[config.mk]
export PLATFORM = sky130hd
export DESIGN_NAME = alu_mul_seq
export DESIGN_NICKNAME = d
export VERILOG_FILES = /design/src/rtl/alu_mul_seq_pkg.sv /design/src/rtl/alu_mul_seq.sv
export SDC_FILE = /design/constraint.sdc
export NUM_CORES = 1
export LEC_CHECK = 0
export BUFFER_PORTS_ARGS = -buffer_cell sky130_fd_sc_hd__buf_2
export CORE_MARGIN = 3
export CORE_UTILIZATION = 50
export DETAILED_ROUTE_END_ITERATION = 8
export PLACE_DENSITY = 0.79
export SLEW_MARGIN = 20
export SYNTH_ARGS = -nofsm -noshare
export SYNTH_HDL_FRONTEND = slang
export SYNTH_SLANG_ARGS = --single-unit
[constraint.sdc]
create_clock -name clk -period 1.9 [get_ports clk]
set_clock_uncertainty 0.05 [all_clocks]
set_input_delay 0.285 -clock clk [delete_from_list [all_inputs] [get_ports clk]]
set_output_delay 0.285 -clock clk [all_outputs]
set_load 0.02 [all_outputs]
[src/rtl/alu_mul_seq_pkg.sv]
// Shared encodings for ALU-driven sequencers: FSM states and the ALU control words.
// The control word layout is {zx, nx, zy, ny, f, no}.
package alu_mul_seq_pkg;

    typedef enum logic [1:0] {
        ST_IDLE = 2'd0,
        ST_ADD  = 2'd1,
        ST_FLAG = 2'd2,
        ST_RESP = 2'd3
    } state_e;

    localparam logic [5:0] ALU_CTL_ZERO   = 6'b101010;
    localparam logic [5:0] ALU_CTL_PASS_X = 6'b001100;

    // x + y, with y forced to zero when zy is set.
    function automatic logic [5:0] alu_ctl_add(input logic zy);
        return {2'b00, zy, 3'b010};
    endfunction

endpackage

[src/rtl/alu_mul_seq.sv]
// Shift-and-add 16x16 -> low-16 multiplier that borrows the external ALU one step per clock.
// The product and its ALU zero/negative flags are returned on a valid/ready response port.
module alu_mul_seq
    import alu_mul_seq_pkg::*;
#(
    parameter bit EARLY_EXIT = 1'b1
) (
    input  logic        clk,
    input  logic        rst_n,
    input  logic        req_valid,
    output logic        req_ready,
    input  logic [15:0] req_a,
    input  logic [15:0] req_b,
    output logic        rsp_valid,
    input  logic        rsp_ready,
    output logic [15:0] rsp_prod,
    output logic        rsp_zr,
    output logic        rsp_ng,
    output logic [15:0] alu_x,
    output logic [15:0] alu_y,
    output logic [5:0]  alu_ctl,
    input  logic [15:0] alu_out,
    input  logic        alu_zr,
    input  logic        alu_ng
);
    state_e      state_q, state_d;
    logic [15:0] acc_q, acc_d;
    logic [15:0] mcand_q, mcand_d;
    logic [15:0] mplier_q, mplier_d;
    logic [4:0]  step_q, step_d;
    logic [15:0] prod_q, prod_d;
    logic        zr_q, zr_d;
    logic        ng_q, ng_d;

    always_ff @(posedge clk or negedge rst_n) begin
        if (!rst_n) begin
            state_q  <= ST_IDLE;
            acc_q    <= '0;
            mcand_q  <= '0;
            mplier_q <= '0;
            step_q   <= '0;
            prod_q   <= '0;
            zr_q     <= 1'b0;
            ng_q     <= 1'b0;
        end else begin
            state_q  <= state_d;
            acc_q    <= acc_d;
            mcand_q  <= mcand_d;
            mplier_q <= mplier_d;
            step_q   <= step_d;
            prod_q   <= prod_d;
            zr_q     <= zr_d;
            ng_q     <= ng_d;
        end
    end

    always_comb begin
        state_d  = state_q;
        acc_d    = acc_q;
        mcand_d  = mcand_q;
        mplier_d = mplier_q;
        step_d   = step_q;
        prod_d   = prod_q;
        zr_d     = zr_q;
        ng_d     = ng_q;
        alu_x    = 16'h0000;
        alu_y    = 16'h0000;
        alu_ctl  = ALU_CTL_ZERO;

        case (state_q)
            ST_IDLE: begin
                if (req_valid) begin
                    acc_d    = 16'h0000;
                    mcand_d  = req_a;
                    mplier_d = req_b;
                    step_d   = 5'd0;
                    state_d  = ST_ADD;
                end
            end
            ST_ADD: begin
                // A clear multiplier bit zeroes y, so the step still runs but adds nothing.
                alu_x    = acc_q;
                alu_y    = mcand_q;
                alu_ctl  = alu_ctl_add(~mplier_q[0]);
                acc_d    = alu_out;
                mcand_d  = {mcand_q[14:0], 1'b0};
                mplier_d = {1'b0, mplier_q[15:1]};
                step_d   = step_q + 5'd1;
                if (step_q == 5'd15 || (EARLY_EXIT && mplier_q[15:1] == 15'd0)) begin
                    state_d = ST_FLAG;
                end
            end
            ST_FLAG: begin
                // Flags are taken from the ALU, never recomputed here.
                alu_x   = acc_q;
                alu_ctl = ALU_CTL_PASS_X;
                prod_d  = alu_out;
                zr_d    = alu_zr;
                ng_d    = alu_ng;
                state_d = ST_RESP;
            end
            ST_RESP: begin
                if (rsp_ready) begin
                    state_d = ST_IDLE;
                end
            end
            default: state_d = ST_IDLE;
        endcase
    end

    assign req_ready = (state_q == ST_IDLE);
    assign rsp_valid = (state_q == ST_RESP);
    assign rsp_prod  = prod_q;
    assign rsp_zr    = zr_q;
    assign rsp_ng    = ng_q;

endmodule

==> metrics.yaml, run 1 <==
io_buffer_count: 109
critPathKind: "register to output port"
initial_core_util: 0.527
preCtsSetupSlack_ps: 67.7
p_leak_nw: 2.17
worstSetupStartpointType: "register"
worst_pin_slew_ps: 536
ys_seq_area_frac: 0.537
avgSynthCellArea_sq_um: 11.0
grt_start_max_net_pins: 41
stdcell_area_sq_um: 4450
synthDistinctLibCells: 33
netlist_area_sq_um: 3400
yosysMostFrequentCell: "dfrtp_1"
globalRouteOverflowTotal: 0
area_delta_synth_final_pct: 31.0
p_total_w: 0.00893
final_util: 0.690
timing.slew.headroom: 0.643
cts_tree: "yes"
synth.ff_latch_count: 73
antennaDiodeCount: 0
synth.top_cell.area_share: 0.537
dp_hpwl_mm: 5.73
crit_slowest_cell: "dfrtp_1"
ant_nets: 0
rows: 29
path_cells: "inv_2, ha_4, buf_12, and2_1, buf_2"
ys_top_cells_by_area: "dfrtp_1 (54%), mux2_2 (6.0%), and2_1 (5.3%), mux2i_1 (5.3%), o22ai_1 (4.8%)"
cp-end-kind: "output port"
grt_pass1_wl_mm: 13.1
gp_congestion: 0.820
final_nets: 491
setup_viol: 0
vias: 2814
numCtsBuffers: 9
fin_ws_ps: 41.5
track_usage: 0.217
firstDrtPassIters: 4
arrival_ps: 1520
async_flop_share: 1.00
fill_cells: 509
crit_buf_inv: 3
yosysWarnings: 0
yosys.area.top_type: "dfrtp_1"
synth_common_cells: "dfrtp_1 (73), and2_1 (29), o22ai_1 (26)"
critPathMaxFanout: 8
required_ps: 1560
via_per_inst: 5.50
ioPinCount: 112
synth-edff-count: 0
fmax_mhz: 538
finalHoldViolations: 0
clk_pin_slew_ps: 80
drive_above_1_share: 0.398
dpl_cell_area_sq_um: 4060
die_width_microns: 88.5
wire_per_inst_microns: 16.1
drv_slew: 0
min_period_ps: 1860
syn_inst: 309
cap_violations: 0
core_sq_um: 6460
drt_iter0_drc: 190
grt_pass1_vias: 2897
slowest_delay_ps: 410
h-tree-depth: 3
drc: 0
antenna_found_initial: 1
chipHeight_microns: 88.5
finalCritPeriodShare: 0.978
cp_top_family: "buffers and inverters"
vdd_drop_max_mv: 1.21
clock_latency_ps: 340
wirelength_mm: 8.24
die_area_sq_um: 7830
dp_cells: 488
finalNonFillerCells: 512
cts-root-buf: "clkbuf_8"
hold_path_class: "input pin to register"
power_density_nw_per_um2: 2010
cts.sinks: 73
status: "finished clean"
cts.path.max_buffers: 2
ys.flop_type: "dfrtp_1"
-- registers in the layout (all words and copies together) (netlist names) --
signal and cells:
acc_q 16, mcand_q 16, mplier_q 16, rsp_ng 1, rsp_prod 16, rsp_zr 1
state_q 2, step_q 5
-- layout make-up --
class / count / area [sq um] / area share
Multi-Input combinational cell: 203 / 1450 / 0.326
Clock inverter: 6 / 105 / 0.0236
Timing Repair Buffer: 131 / 788 / 0.177
Tap cell: 77 / 96.3 / 0.0216
Clock buffer: 10 / 138 / 0.0309
Sequential cell: 73 / 1830 / 0.410
Inverter: 12 / 50.0 / 0.0112
-- layer usage --
| layer | share of wire | track usage | vias to the layer above |
|---|---|---|---|
| met1 | 0.43 | 0.271 | 1345 |
| met2 | 0.48 | 0.351 | 108 |
| li1 | - | - | 1345 |
| met5 | 0.00097 | 0 | - |
| met4 | 0.013 | 0.0769 | 2 |
| met3 | 0.084 | 0.0782 | 14 |
-- metrics by stage --
step	setup TNS, ps	hold slack, ps
floorplan	0	-60.6
global placement	0	236
detailed placement	0	246
CTS	0	108
global route	-290	108
finish	0	124
-- cells by family (layout without fill, tap and decap cells) --
| family | after synthesis | in the layout | synth area share |
|---|---|---|---|
| other | 1 | 2 | 0.00110 |
| AOI/OAI and AO/OA | 87 | 87 | 0.163 |
| and+or+nand+nor | 71 | 71 | 0.112 |
| DFF | 73 | 73 | 0.537 |
| muxes | 36 | 36 | 0.113 |
| buffers and inverters | 34 | 159 | 0.0486 |
| adders and majority gates | 7 | 7 | 0.0258 |
-- worst paths after layout --
path	startpoint	endpoint	slack [ps]	cells after the start
hold / removal	alu_out[2]	acc_q[2]	120	2
setup reg to reg	state_q[1]	mcand_q[1]	120	6
max in group asynchronous	rst_n	mplier_q[15]	800	3
setup / recovery	state_q[1]	alu_x[7]	40	5
hold reg to reg	step_q[4]	step_q[4]	440	2
min in group asynchronous	rst_n	rsp_prod[8]	400	2
-- report_power, final --
group / total, W / internal [W] / switching (W)
clock network: 0.00147 / 0.000901 / 0.000569
logic: 0.00477 / 0.00209 / 0.00267
registers: 0.00270 / 0.00225 / 0.000448
-- layout by cell type, fill, tap and decap left out, drive strengths merged --
master / count
and2b: 1
a31oi: 3
bufinv: 3
o211ai: 1
mux2i: 18
conb: 2
dfrtp: 73
a22o: 18
and2: 29
nor2b: 2
and3: 1
buf: 130
clkbuf: 10
nand3b: 1
nand2: 23
mux2: 18
nand4: 1
inv: 12
nand3: 2
nor2: 5
o22ai: 26
o21ai: 23
dlygate4sd3: 1
nor3: 2
clkinv: 3
nor4: 3
a21oi: 16
ha: 7
nand2b: 1
-- worst reg2reg max path, cell delays in order (launching register included) --
cell	delay, ps
dfrtp_1	410
inv_2	120
ha_4	140
buf_4	210
nand2_1	290
o22ai_1	300
a21oi_1	140
-- timing repair --
| action | 4_1_cts | 5_1_grt |
|---|---|---|
| hold buffers | 1 | 0 |
| cloned | 0 | 0 |
| hold endpoints to repair | 37 | 0 |
| setup buffers | 3 | 5 |
| resized for setup | 10 | 13 |
| setup endpoints to repair | 35 | 16 |
| pin swaps | 1 | 2 |
Power figures use the tool's default switching activity.
==> run 2: changes to the inputs <==
Settings changed: CORE_UTILIZATION 50 to 52, CTS_BUF_LIST set to sky130_fd_sc_hd__clkbuf_4 sky130_fd_sc_hd__clkbuf_8, PLACE_DENSITY 0.79 to 0.82.
==> run 2 against run 1 <==
Largest cell class unchanged; total power increased by 0.63%; worst hold slack got worse by 6.4 ps; clock power about the same; register-to-register slack improved by 50 ps; fmax about the same; wire length decreased by 0.16%; sequential share of layout area decreased by 0.15 points; non-clock buffer count decreased by 3; cell count decreased by 0.98%; critical path type unchanged.
==> metrics.yaml, run 2 (synthesized netlist as in run 1, its figures left out) <==
status: "finished clean"
dpl_cell_area_sq_um: 4040
rows: 28
arrival_ps: 1520
setup_tns_ps: 0
p_leak_nw: 2.16
vias: 2786
r2r_setup_slack_ps: 170
io_buffer_count: 109
ant_nets: 0
cp-end-kind: "output port"
area_delta_synth_final_pct: 31.5
ioPinCount: 112
timing.slew.headroom: 0.648
final_cell_mix: "buf_2 (99), dfrtp_1 (73), and2_1 (29)"
stdcell_area_sq_um: 4470
cts-root-buf: "clkbuf_8"
min_from: "alu_out[12]"
min_period_ps: 1860
drt_iter0_drc: 125
hold_path_class: "input pin to register"
via_per_inst: 5.50
preCtsSetupSlack_ps: 124
grt_start_max_net_pins: 52
firstDrtPassIters: 4
hold_path_end: "acc_q[12]"
die_area_sq_um: 7550
drc: 0
clk_pin_slew_ps: 70
p_total_w: 0.00899
core_sq_um: 6130
r2r_end: "state_q[0]"
worstSetupStartpointType: "register"
initial_core_util: 0.555
antennaDiodeCount: 0
seqPwrFrac: 0.299
reg2reg_depth: 4
final_nets: 488
drv_slew: 0
critPathKind: "register to output port"
worst_pin_slew_ps: 528
whs_path_depth: 2
rr_startpoint: "mplier_q[12]"
die_width_microns: 86.9
finalHoldViolations: 0
h-tree-depth: 3
track_usage: 0.225
fmax_mhz: 538
p_int_w: 0.00530
vdd_drop_max_mv: 1.16
numCtsBuffers: 9
gp_congestion: 0.794
grt_pass1_wl_mm: 13.3
dp_cells: 481
finalCritPeriodShare: 0.978
wire_per_inst_microns: 16.2
grt_pass1_vias: 2823
critPathMaxFanout: 14
fin_ws_ps: 42.1
swShare: 0.410
dp_hpwl_mm: 5.48
drive_above_1_share: 0.394
grt_setup_unrepaired: "true"
combinationalPowerShare: 0.536
cts.sinks: 73
antenna_found_initial: 0
pwr-share-clk: 0.164
chipHeight_microns: 86.9
cap_violations: 0
fill_cells: 456
power_density_nw_per_um2: 2010
globalRouteOverflowTotal: 0
cts_tree: "yes"
required_ps: 1560
setup_viol: 0
finalNonFillerCells: 507
clock_latency_ps: 350
layout_commonest_cell: "buf_2"
cts.path.max_buffers: 2
netSwitchingPower_w: 0.00369
wirelength_mm: 8.23
-- run 2: worst max-delay path by stage --
stage / to / startpoint / slack (ps) / depth (start not counted)
3_3_place_gp: alu_x[11] / state_q[0] / 210 / 4
6_report: alu_y[0] / state_q[0] / 40 / 5
4_1_cts: alu_y[0] / state_q[1] / 1 / 5
3_5_place_dp: alu_x[14] / state_q[1] / 120 / 4
2_1_floorplan: alu_y[13] / state_q[1] / 150 / 6
5_1_grt: alu_x[3] / state_q[0] / -20 / 5
-- run 2: per-stage QoR --
stage                     hold WS [ps]  utilization
after detailed placement           251        0.660
after CTS                          103        0.715
after global placement             248        0.660
after global routing               113        0.729
after floorplan                  -60.6            -
final                              118        0.729
-- run 2: power by group through the flow --
| stage | Sequential, W | Combinational, W | Clock (W) |
|---|---|---|---|
| detailed placement | 0.00270 | 0.00431 | 0 |
| global placement | 0.00269 | 0.00417 | 0 |
| floorplan | 0.00285 | 0.00281 | 0 |
| CTS | 0.00268 | 0.00466 | 0.00150 |
| finish | 0.00269 | 0.00482 | 0.00148 |
| global route | 0.00278 | 0.00523 | 0.00157 |
-- run 2: final cells by class --
type | count | area [sq um] | area share
flip-flops and latches | 73 | 1830 | 0.409
well taps | 75 | 93.8 | 0.0210
clock inverters | 5 | 103 | 0.0229
inverters | 12 | 47.5 | 0.0106
multi-input cells | 203 | 1440 | 0.322
clock buffers | 11 | 145 | 0.0325
repair buffers | 128 | 815 | 0.182
-- run 2: timing repair --
action / CTS / global route
buffers inserted: 5 / 3
endpoints found under the hold margin: 39 / 0
cloned: 0 / 1
endpoints found under the setup margin: 35 / 20
pin swaps: 1 / 2
hold buffers: 1 / 0
gates resized for setup: 9 / 13
-- run 2: routing by layer --
layer	vias to the layer above	track usage	wire length [microns]
li1	1333	-	-
met1	1327	0.288	3540
met2	112	0.368	3910
met3	14	0.0530	618
met4	0	0.0921	160
met5	-	0	0
-- run 2: worst max-delay path, cell delays in order, from the launching register on --
cell	delay, ps
dfrtp_1	400
buf_4	150
ha_4	180
buf_12	150
and2_1	140
buf_4	150
==> run 3: changes to the inputs <==
Settings changed: CORE_UTILIZATION 52 to 56, CTS_CLUSTER_DIAMETER set to 120, PLACE_DENSITY 0.82 to 0.87.
Clock period 1.9 ns to 2.35 ns, I/O delays scaled along.
==> run 3 against run 2 <==
Design area shrank 6.5%; sequential cell count is the same; die area shrank 6.7%; register-to-register slack gained 270 ps; global-route usage grew 0.19 points; first-iteration DRC count grew 42%; via count shrank 1.3%; sequential power shrank 19%; core utilization grew 0.74 points; sequential share of layout area grew 2.8 points; combinational power shrank 30%.
==> metrics.yaml, run 3 (synthesized netlist as in run 1, its figures left out) <==
vdd_drop_max_mv: 0.903
rr_startpoint: "state_q[1]"
globalRouteOverflowTotal: 0
fmax_mhz: 450
p_total_w: 0.00650
p_leak_nw: 2.06
required_ps: 1950
final_nets: 475
via_per_inst: 5.60
critPathKind: "register to output port"
drt_iter0_drc: 178
hold_path_class: "input pin to async pin"
clk_pin_slew_ps: 70
cts-root-buf: "clkbuf_8"
finalCritPeriodShare: 0.947
track_usage: 0.227
finalHoldViolations: 0
stdcell_area_sq_um: 4180
setup_tns_ps: 0
slowest_delay_ps: 600
h-tree-depth: 3
arrival_ps: 1820
die_area_sq_um: 7040
crit_slowest_cell: "ha_1"
r2r_end: "acc_q[3]"
min_period_ps: 2220
antennaDiodeCount: 0
ctsHoldBuffers: 0
gp_congestion: 0.788
reg2reg_depth: 6
worst_pin_slew_ps: 902
timing.slew.headroom: 0.399
drive_above_1_share: 0.365
area_delta_synth_final_pct: 22.9
vias: 2749
dp_hpwl_mm: 5.26
fill_cells: 402
antenna_found_initial: 0
status: "finished clean"
fin_ws_ps: 126
rows: 27
drc: 0
setup_viol: 0
cts.path.max_buffers: 2
grt_pass1_vias: 2811
layout_commonest_cell: "buf_2"
ioPinCount: 112
dpl_cell_area_sq_um: 3980
grt_start_max_net_pins: 74
io_buffer_count: 109
drv_slew: 0
worstSetupStartpointType: "register"
final_cell_mix: "buf_2 (108), dfrtp_1 (73), and2_1 (29)"
cp-end-kind: "output port"
chipHeight_microns: 83.9
cts.sinks: 73
preCtsSetupSlack_ps: 384
path_cells: "inv_1, ha_1, and2_1, buf_2"
cts_tree: "yes"
wirelength_mm: 7.63
critPathMaxFanout: 18
die_width_microns: 83.9
numCtsBuffers: 9
ant_nets: 0
core_sq_um: 5680
r2r_setup_slack_ps: 440
clock_latency_ps: 320
grt_pass1_wl_mm: 13.1
cap_violations: 0
firstDrtPassIters: 4
wire_per_inst_microns: 15.5
grt_setup_unrepaired: "false"
initial_core_util: 0.599
power_density_nw_per_um2: 1560
==> run 3: cell type report <==
type | instances | area [sq um] | share of cell area
sequential | 73 | 1830 | 0.437
multi-input combinational | 203 | 1410 | 0.338
timing repair buffer | 115 | 609 | 0.146
clock buffer | 14 | 186 | 0.0446
tap | 72 | 90.1 | 0.0216
inverter | 12 | 45.0 | 0.0108
clock inverter | 2 | 10.0 | 0.00239
==> run 3: where the power goes <==
group	internal, W	total [W]	switching [W]	leakage (nW)
Sequential	0.00182	0.00217	0.000356	0.877
Clock	0.000508	0.000939	0.000430	0.106
Combinational	0.00135	0.00339	0.00204	1.08
==> run 3: timing repair <==
item,CTS,global route
resized for setup,0,1
setup buffers,0,0
hold endpoints to repair,0,0
endpoints found under the setup margin,0,13
==> run 3: worst max-delay path: cells and delay by family, from the launching register on <==
| kind | cells | cell delay [ps] |
|---|---|---|
| fa+ha+maj | 1 | 600 |
| flops | 1 | 410 |
| buf+inv | 2 | 270 |
| simple gates | 1 | 220 |
==> run 3: worst max path at each step <==
stage                           from         end  slack [ps]  depth (start not counted)
after floorplan           state_q[1]   alu_y[13]         530                          6
after global placement    state_q[1]    alu_y[7]         480                          5
after detailed placement  state_q[1]  mcand_q[1]         380                          6
after CTS                 state_q[1]    alu_y[6]          40                          5
after global routing      state_q[1]   alu_x[12]           8                          4
final                     state_q[1]    alu_x[8]         130                          4
==> run 3: routing by layer <==
layer,up-vias,share of wire,wire length (microns),track usage
li1,1308,-,-,-
met1,1321,0.44,3320,0.297
met2,116,0.47,3610,0.367
met3,4,0.086,653,0.0632
met4,0,0.0056,43,0.0702
met5,-,0,0,0
==> run 3: stage by stage <==
stage / cells / hold slack, ps / util
2_1_floorplan: 310 / 6.91 / -
3_3_place_gp: 475 / 417 / 0.701
3_5_place_dp: 475 / 427 / 0.701
4_1_cts: 491 / 133 / 0.736
5_1_grt: 491 / 180 / 0.737
6_report: 491 / 105 / 0.737
